==> src/rtl/sc_match_pkg.sv <==
// Shared types and helpers for the match serializer.
//   TIME_W_DEF / DT_W_DEF / N_CH_DEF / DEPTH_DEF : default block parameters
//   rec_t   : one serialized record {channel, signed dt} at default widths
//   sat_dt(): clamp a signed difference to a dt_w-bit signed range
package sc_match_pkg;

    localparam int TIME_W_DEF = 16;
    localparam int DT_W_DEF   = 16;
    localparam int N_CH_DEF   = 37;
    localparam int DEPTH_DEF  = 8;
    localparam int CH_W_DEF   = $clog2(N_CH_DEF);

    typedef struct packed {
        logic [CH_W_DEF-1:0]        ch;
        logic signed [DT_W_DEF-1:0] dt;
    } rec_t;

    // diff arrives already sign-extended to 32 bits; the caller truncates the
    // result to dt_w bits, which is lossless once clamped.
    function automatic logic [31:0] sat_dt(input logic signed [31:0] diff,
                                           input int unsigned        dt_w);
        logic signed [31:0] hi;
        logic signed [31:0] lo;
        hi = (32'sd1 <<< (dt_w - 1)) - 32'sd1;
        lo = -(32'sd1 <<< (dt_w - 1));
        if (diff > hi)
            return hi;
        else if (diff < lo)
            return lo;
        else
            return diff;
    endfunction

endpackage

==> src/rtl/sc_match_fifo.sv <==
// Synchronous show-ahead FIFO holding packed {ch, dt} records.
//   clk, rst_n     : clock, synchronous active-low reset
//   flush          : synchronous clear (same effect as reset)
//   push/push_data : write request; ignored when full unless a pop happens too
//   pop            : consume the head; ignored when empty
//   valid          : head holds a record
//   head_data      : head record, or the last popped record while empty
//   full, level    : occupancy status
module sc_match_fifo
    import sc_match_pkg::*;
#(
    parameter int W     = 22,
    parameter int DEPTH = DEPTH_DEF
) (
    input  logic                         clk,
    input  logic                         rst_n,
    input  logic                         flush,
    input  logic                         push,
    input  logic [W-1:0]                 push_data,
    input  logic                         pop,
    output logic                         valid,
    output logic [W-1:0]                 head_data,
    output logic                         full,
    output logic [$clog2(DEPTH+1)-1:0]   level
);

    localparam int AW = $clog2(DEPTH);

    logic [AW:0]   wr_ptr_q, wr_ptr_d;
    logic [AW:0]   rd_ptr_q, rd_ptr_d;
    logic [W-1:0]  last_q, last_d;
    logic [W-1:0]  mem_q [DEPTH];
    logic [AW:0]   count;
    logic          empty;
    logic          do_push;
    logic          do_pop;

    // Pointers carry one extra wrap bit so full and empty are distinguishable.
    assign count     = wr_ptr_q - rd_ptr_q;
    assign empty     = (wr_ptr_q == rd_ptr_q);
    assign full      = (count == (AW+1)'(DEPTH));
    assign level     = count;
    assign valid     = !empty;
    assign do_pop    = pop && !empty;
    assign do_push   = push && (!full || do_pop);
    // While empty the outputs keep showing the record that was popped last.
    assign head_data = empty ? last_q : mem_q[rd_ptr_q[AW-1:0]];

    always_comb begin
        wr_ptr_d = wr_ptr_q;
        rd_ptr_d = rd_ptr_q;
        last_d   = last_q;
        if (flush) begin
            wr_ptr_d = '0;
            rd_ptr_d = '0;
            last_d   = '0;
        end else begin
            if (do_push)
                wr_ptr_d = wr_ptr_q + 1'b1;
            if (do_pop) begin
                rd_ptr_d = rd_ptr_q + 1'b1;
                last_d   = mem_q[rd_ptr_q[AW-1:0]];
            end
        end
    end

    always_ff @(posedge clk) begin
        if (!rst_n) begin
            wr_ptr_q <= '0;
            rd_ptr_q <= '0;
            last_q   <= '0;
        end else begin
            wr_ptr_q <= wr_ptr_d;
            rd_ptr_q <= rd_ptr_d;
            last_q   <= last_d;
        end
    end

    always_ff @(posedge clk) begin
        if (do_push && !flush)
            mem_q[wr_ptr_q[AW-1:0]] <= push_data;
    end

endmodule

==> src/rtl/sc_match_serializer_fifo.sv <==
// Serializes per-channel match events into a {channel, signed dt} stream.
//   clk, rst_n       : clock, synchronous active-low reset
//   flush            : clears pending set and FIFO, keeps drop_cnt
//   song_time        : current song time
//   match_trigger    : one-cycle pulse per channel on a match
//   match_time       : per-channel note time, ch i at [i*TIME_W +: TIME_W]
//   out_valid/ready  : head-of-FIFO handshake
//   out_ch, out_dt   : head record (held while out_valid=0)
//   pending_any      : at least one captured match not yet queued
//   fifo_level       : FIFO occupancy
//   drop_cnt         : saturating count of retriggers lost while pending
module sc_match_serializer_fifo
    import sc_match_pkg::*;
#(
    parameter int N_CH   = N_CH_DEF,
    parameter int TIME_W = TIME_W_DEF,
    parameter int DT_W   = DT_W_DEF,
    parameter int DEPTH  = DEPTH_DEF
) (
    input  logic                        clk,
    input  logic                        rst_n,
    input  logic                        flush,
    input  logic [TIME_W-1:0]           song_time,
    input  logic [N_CH-1:0]             match_trigger,
    input  logic [N_CH*TIME_W-1:0]      match_time,
    output logic                        out_valid,
    input  logic                        out_ready,
    output logic [$clog2(N_CH)-1:0]     out_ch,
    output logic signed [DT_W-1:0]      out_dt,
    output logic                        pending_any,
    output logic [$clog2(DEPTH+1)-1:0]  fifo_level,
    output logic [15:0]                 drop_cnt
);

    localparam int CH_W = $clog2(N_CH);

    logic [N_CH-1:0]            pending_q, pending_d;
    logic [N_CH-1:0][DT_W-1:0]  dt_q, dt_d;
    logic [15:0]                drop_cnt_q, drop_cnt_d;
    logic [N_CH-1:0][DT_W-1:0]  cap_dt;
    logic [CH_W-1:0]            sel;
    logic [DT_W-1:0]            sel_dt;
    logic                       sel_valid;
    logic                       fifo_full;
    logic                       push;
    logic [CH_W+DT_W-1:0]       head_data;
    int unsigned                n_drop;
    logic [31:0]                drop_sum;

    // Difference is taken modulo 2^TIME_W and read as signed, so it stays
    // correct across song_time wrap, then clamped to the dt range.
    always_comb begin
        cap_dt = '0;
        for (int i = 0; i < N_CH; i++) begin
            cap_dt[i] = DT_W'(sat_dt(32'(signed'(TIME_W'(song_time -
                              match_time[i*TIME_W +: TIME_W]))), DT_W));
        end
    end

    // Ascending scan: the last pending index seen is the highest one.
    always_comb begin
        sel       = '0;
        sel_dt    = '0;
        sel_valid = 1'b0;
        for (int i = 0; i < N_CH; i++) begin
            if (pending_q[i]) begin
                sel       = CH_W'(i);
                sel_dt    = dt_q[i];
                sel_valid = 1'b1;
            end
        end
    end

    assign push = sel_valid && !flush && (!fifo_full || (out_valid && out_ready));

    always_comb begin
        pending_d = pending_q;
        dt_d      = dt_q;
        n_drop    = 0;
        for (int i = 0; i < N_CH; i++) begin
            // The channel leaving for the FIFO this edge is free to recapture.
            if (push && sel == CH_W'(i))
                pending_d[i] = 1'b0;
            if (match_trigger[i]) begin
                if (pending_q[i] && !(push && sel == CH_W'(i))) begin
                    n_drop = n_drop + 1;
                end else begin
                    pending_d[i] = 1'b1;
                    dt_d[i]      = cap_dt[i];
                end
            end
        end
        if (flush) begin
            pending_d = '0;
            n_drop    = 0;
        end
        drop_sum   = 32'(drop_cnt_q) + n_drop;
        drop_cnt_d = (drop_sum > 32'h0000_FFFF) ? 16'hFFFF : drop_sum[15:0];
    end

    always_ff @(posedge clk) begin
        if (!rst_n) begin
            pending_q  <= '0;
            dt_q       <= '0;
            drop_cnt_q <= '0;
        end else begin
            pending_q  <= pending_d;
            dt_q       <= dt_d;
            drop_cnt_q <= drop_cnt_d;
        end
    end

    sc_match_fifo #(
        .W     (CH_W + DT_W),
        .DEPTH (DEPTH)
    ) u_fifo (
        .clk       (clk),
        .rst_n     (rst_n),
        .flush     (flush),
        .push      (push),
        .push_data ({sel, sel_dt}),
        .pop       (out_ready),
        .valid     (out_valid),
        .head_data (head_data),
        .full      (fifo_full),
        .level     (fifo_level)
    );

    assign out_ch      = head_data[CH_W+DT_W-1:DT_W];
    assign out_dt      = head_data[DT_W-1:0];
    assign pending_any = |pending_q;
    assign drop_cnt    = drop_cnt_q;

endmodule

==> config.mk <==
export PLATFORM = sky130hd
export DESIGN_NAME = sc_match_serializer_fifo
export DESIGN_NICKNAME = d
export VERILOG_FILES = /design/src/rtl/sc_match_pkg.sv /design/src/rtl/sc_match_fifo.sv /design/src/rtl/sc_match_serializer_fifo.sv
export SDC_FILE = /design/constraint.sdc
export NUM_CORES = 2
export LEC_CHECK = 0
export CORE_MARGIN = 1
export CORE_UTILIZATION = 53
export DETAILED_ROUTE_END_ITERATION = 8
export PLACE_DENSITY_LB_ADDON = 0.25
export SYNTH_ARGS = -nofsm -noshare
export SYNTH_HDL_FRONTEND = slang
export SYNTH_SLANG_ARGS = --single-unit
==> constraint.sdc <==
create_clock -name clk -period 38.8 [get_ports clk]
set_clock_uncertainty 0.15 [all_clocks]
set_input_delay 11.64 -clock clk [delete_from_list [all_inputs] [get_ports clk]]
set_output_delay 11.64 -clock clk [all_outputs]
set_load 0.01 [all_outputs]
==> flow_metrics.py <==
metrics = {
    "drt": {
        "drc": 0,
        "routed_wl_um": 228000,
        "vias": 61641,
        "detail_route.wl_per_cell_um": 21.5,
        "drt_iter0_drc": 5723,
        "dr.pass1.iters": 6,
        "antenna_left": 0,
        "vias_per_cell": 5.82,
    },
    "logic_synthesis": {
        "synth_edf_count": 176,
        "synth.area.top_cells": "dfxtp_1 (21%), ha_1 (12%), a21oi_1 (8.6%), edfxtp_1 (8.0%), xnor2_1 (7.7%)",
        "synth_fa_ha_area_frac": 0.128,
        "synth_seq_cells": 854,
        "ys_warn_count": 0,
        "syn_avg_cell_area_um2": 7.96,
        "synth_top_family_by_area": "compound AO/OA/AOI/OAI gates",
        "synth_simple_gate_area_frac": 0.142,
        "ys_seq_area_frac": 0.285,
        "synthCells": 8302,
        "synth_top_area_cell": "dfxtp_1",
        "async_reset_ff_frac": 0,
        "ys_types": 119,
        "synthXorXnorAreaFrac": 0.110,
        "ys.flop_type": "dfxtp_1",
        "synth_compound_area_frac": 0.228,
        "synthesis.area_um2": 66100,
        "synth.mux.area_fraction": 0.0407,
        "yosysTopAreaCellShare": 0.205,
    },
    "grt": {
        "track_usage": 0.349,
        "grt_max_degree": 135,
        "grt_pass1_vias": 57244,
        "grt_pass1_wl_um": 337000,
        "grt_overflow": 0,
        "antenna_found_initial": 27,
    },
    "placement": {
        "dp_hpwl_um": 173000,
        "gp_congestion": 0.951,
        "pre_cts_slack_ps": -741,
        "port_buffers": 692,
        "place_inst": 10389,
    },
    "layout": {
        "seqCellArea_um2": 18900,
        "multi_input_area_um2": 43100,
        "fin_nets": 10157,
        "num-fill-cells": 10832,
        "drive_gt1_frac": 0.0544,
        "area_delta_synth_final_pct": 18.0,
        "stdcell_count": 10588,
    },
    "setup_path": {
        "rr_worst_depth": 146,
        "crit_type": "in2reg",
        "critical_path.slowest_cell": "or4b_4",
        "crit_top_cell": "ha_1",
        "worstPathRequired_ps": 39170,
        "crit_arrival_ps": 37540,
        "cp-start-kind": "primary input",
        "crit_fanout": 4,
        "crit_path_end_kind": "flip-flop",
        "path_buf_inv": 8,
        "cpPeakStageDelay_ps": 570,
        "cp_top_family": "adder cells",
        "cp.depth": 144,
        "reg2reg_setup_slack_ps": 10800,
        "reg2reg_to": "drop_cnt[15]",
        "rr_startpoint": "pending_q[12]",
    },
    "floorplanning": {
        "die_w_um": 355,
        "die_area_um2": 126000,
        "initial_core_util": 0.534,
        "core-area_um2": 124000,
        "ios": 693,
        "rows": 129,
        "die_h_um": 355,
    },
    "sta": {
        "finalCritPeriodShare": 0.958,
        "final.setup.worst_slack_ps": 1630,
        "drv_slew": 0,
        "finalHoldViolations": 0,
        "setup_viol": 0,
        "fin_crit_ps": 37170,
        "timing.fmax_mhz": 26.9,
        "tns_ps": 0,
        "worstMarginPinSlew_ps": 1460,
        "relSlewSlack": 0.0171,
    },
    "clock_network": {
        "clk_latency_ps": 710,
        "cts_sinks": 854,
        "htree_levels": 3,
        "cts_buffer_depth": 3,
        "tritoncts": "done",
        "root_buffer": "clkbuf_16",
        "clkTransAtPathRegs_ps": 60,
        "ctsHoldBuffers": 0,
        "cts_buffers": 93,
    },
    "power": {
        "p_leak_uw": 0.0345,
        "power_density_nw_per_um2": 38.6,
        "ir_drop_v": 0.0000401,
    },
    "run": {
        "cap_viol_max_count": 0,
    },
    "run_status": {
        "outcome": "complete, no violations",
    },
    "worst_hold_path": {
        "holdPathStages": 2,
        "hold_start": "dt_q[77]",
        "worstHoldPathType": "reg2reg",
        "min_to": "dt_q[77]",
    },
}
power breakdown:
group          internal (µW)  switching, µW
Sequential               991           42.1
Clock                    501            405
Combinational            456            610
kinds of logic after synthesis:
group	after synthesis
compound gates	2464
xor+xnor	763
fa+ha+maj	651
buf+inv	1158
flops	854
mux	212
other cells	1
simple gates	2199
placed cells by master, fill, tap and decap left out, drive strengths merged, types with 22 or more instances in the layout:
master and n:
a211oi 55, a21o 403, a21oi 1137, a221oi 24, a31oi 38, and2 51, and3 38, buf 142
clkbuf 118, clkdlybuf4s50 677, clkinv 40, dfxtp 678, edfxtp 176, fa 39, ha 612, inv 796
mux2i 157, mux4 44, nand2 416, nand2b 43, nand3 69, nor2 1325, nor2b 73, nor3 62
o211ai 50, o21ai 356, o21bai 236, o31ai 23, or2 22, xnor2 599, xor2 147
final cells by class:
class | count | area share
multi-input combinational | 6295 | 0.553
sequential | 854 | 0.242
timing repair buffer | 819 | 0.101
inverter | 794 | 0.0383
clock buffer | 118 | 0.0320
tap | 1637 | 0.0263
clock inverter | 52 | 0.00743
antenna | 19 | 0.000610
worst max path at each step:
stage	start	end	slack (ps)
5_1_grt	out_ready	drop_cnt[15]	-100
3_5_place_dp	out_ready	drop_cnt[1]	-740
2_1_floorplan	out_ready	drop_cnt[10]	1750
6_report	out_ready	drop_cnt[15]	1630
4_1_cts	out_ready	drop_cnt[1]	3
3_3_place_gp	out_ready	drop_cnt[3]	-140
state kept, by name, summed over array words and instances (netlist names), named ones only:
register         count
u_fifo.last_q       22
u_fifo.wr_ptr_q      4
u_fifo.mem_q       176
dt_q               592
drop_cnt            16
pending_q           37
u_fifo.rd_ptr_q      4
Yosys cell counts, types with 11 or more instances:
master	number
clkbuf_1	320
o21ai_0	341
o22ai_1	11
mux2i_1	157
xnor2_2	12
buf_1	36
mux4_2	44
a211oi_1	51
fa_1	39
or2_2	17
edfxtp_1	176
and3_1	37
xnor2_1	579
nand2b_1	43
nor2_1	1325
nor4_1	20
nand3_1	68
o211ai_1	49
nor2b_1	73
nand2_1	416
nor3_1	60
a311oi_1	15
a31oi_1	38
nand4_1	19
o2111ai_1	11
a21oi_1	1132
o21bai_1	234
dfxtp_1	678
nand3b_1	13
a221oi_1	24
xor2_1	139
o31ai_1	22
xnor3_1	12
ha_1	612
o21ai_1	14
a21o_1	403
inv_1	789
and2_1	50
o21a_1	19
per-stage QoR:
| step | power, µW | util | hold WS, ps | area [µm²] |
|---|---|---|---|---|
| after floorplan | 1740 | - | 282 | 66100 |
| after global placement | 2060 | 0.603 | 291 | 74600 |
| after detailed placement | 2080 | 0.603 | 296 | 74600 |
| after CTS | 2980 | 0.628 | 303 | 77700 |
| after global routing | 3150 | 0.630 | 313 | 77900 |
| final | 3010 | 0.631 | 303 | 78000 |
routing by layer:
| layer | up-vias | global-route usage | share of wire |
|---|---|---|---|
| met2 | 2525 | 0.551 | 0.45 |
| met3 | 472 | 0.0495 | 0.084 |
| met5 | - | 0 | 0.00035 |
| met4 | 12 | 0.167 | 0.049 |
| met1 | 29115 | 0.470 | 0.42 |
| li1 | 29517 | - | - |
timing repair:
item / 4_1_cts / 5_1_grt
buffers inserted: 0 / 10
pin swaps: 0 / 14
resized for setup: 3 / 46
setup endpoints to repair: 16 / 16
endpoints found under the hold margin: 0 / 0
worst min-delay path, delay by kind of cell (launching register included):
kind	cells	cell delay, ps
AO/OA/AOI/OAI	1	50
flip-flops	1	310
AND/OR/NAND/NOR	1	50
Power figures use the tool's default switching activity.
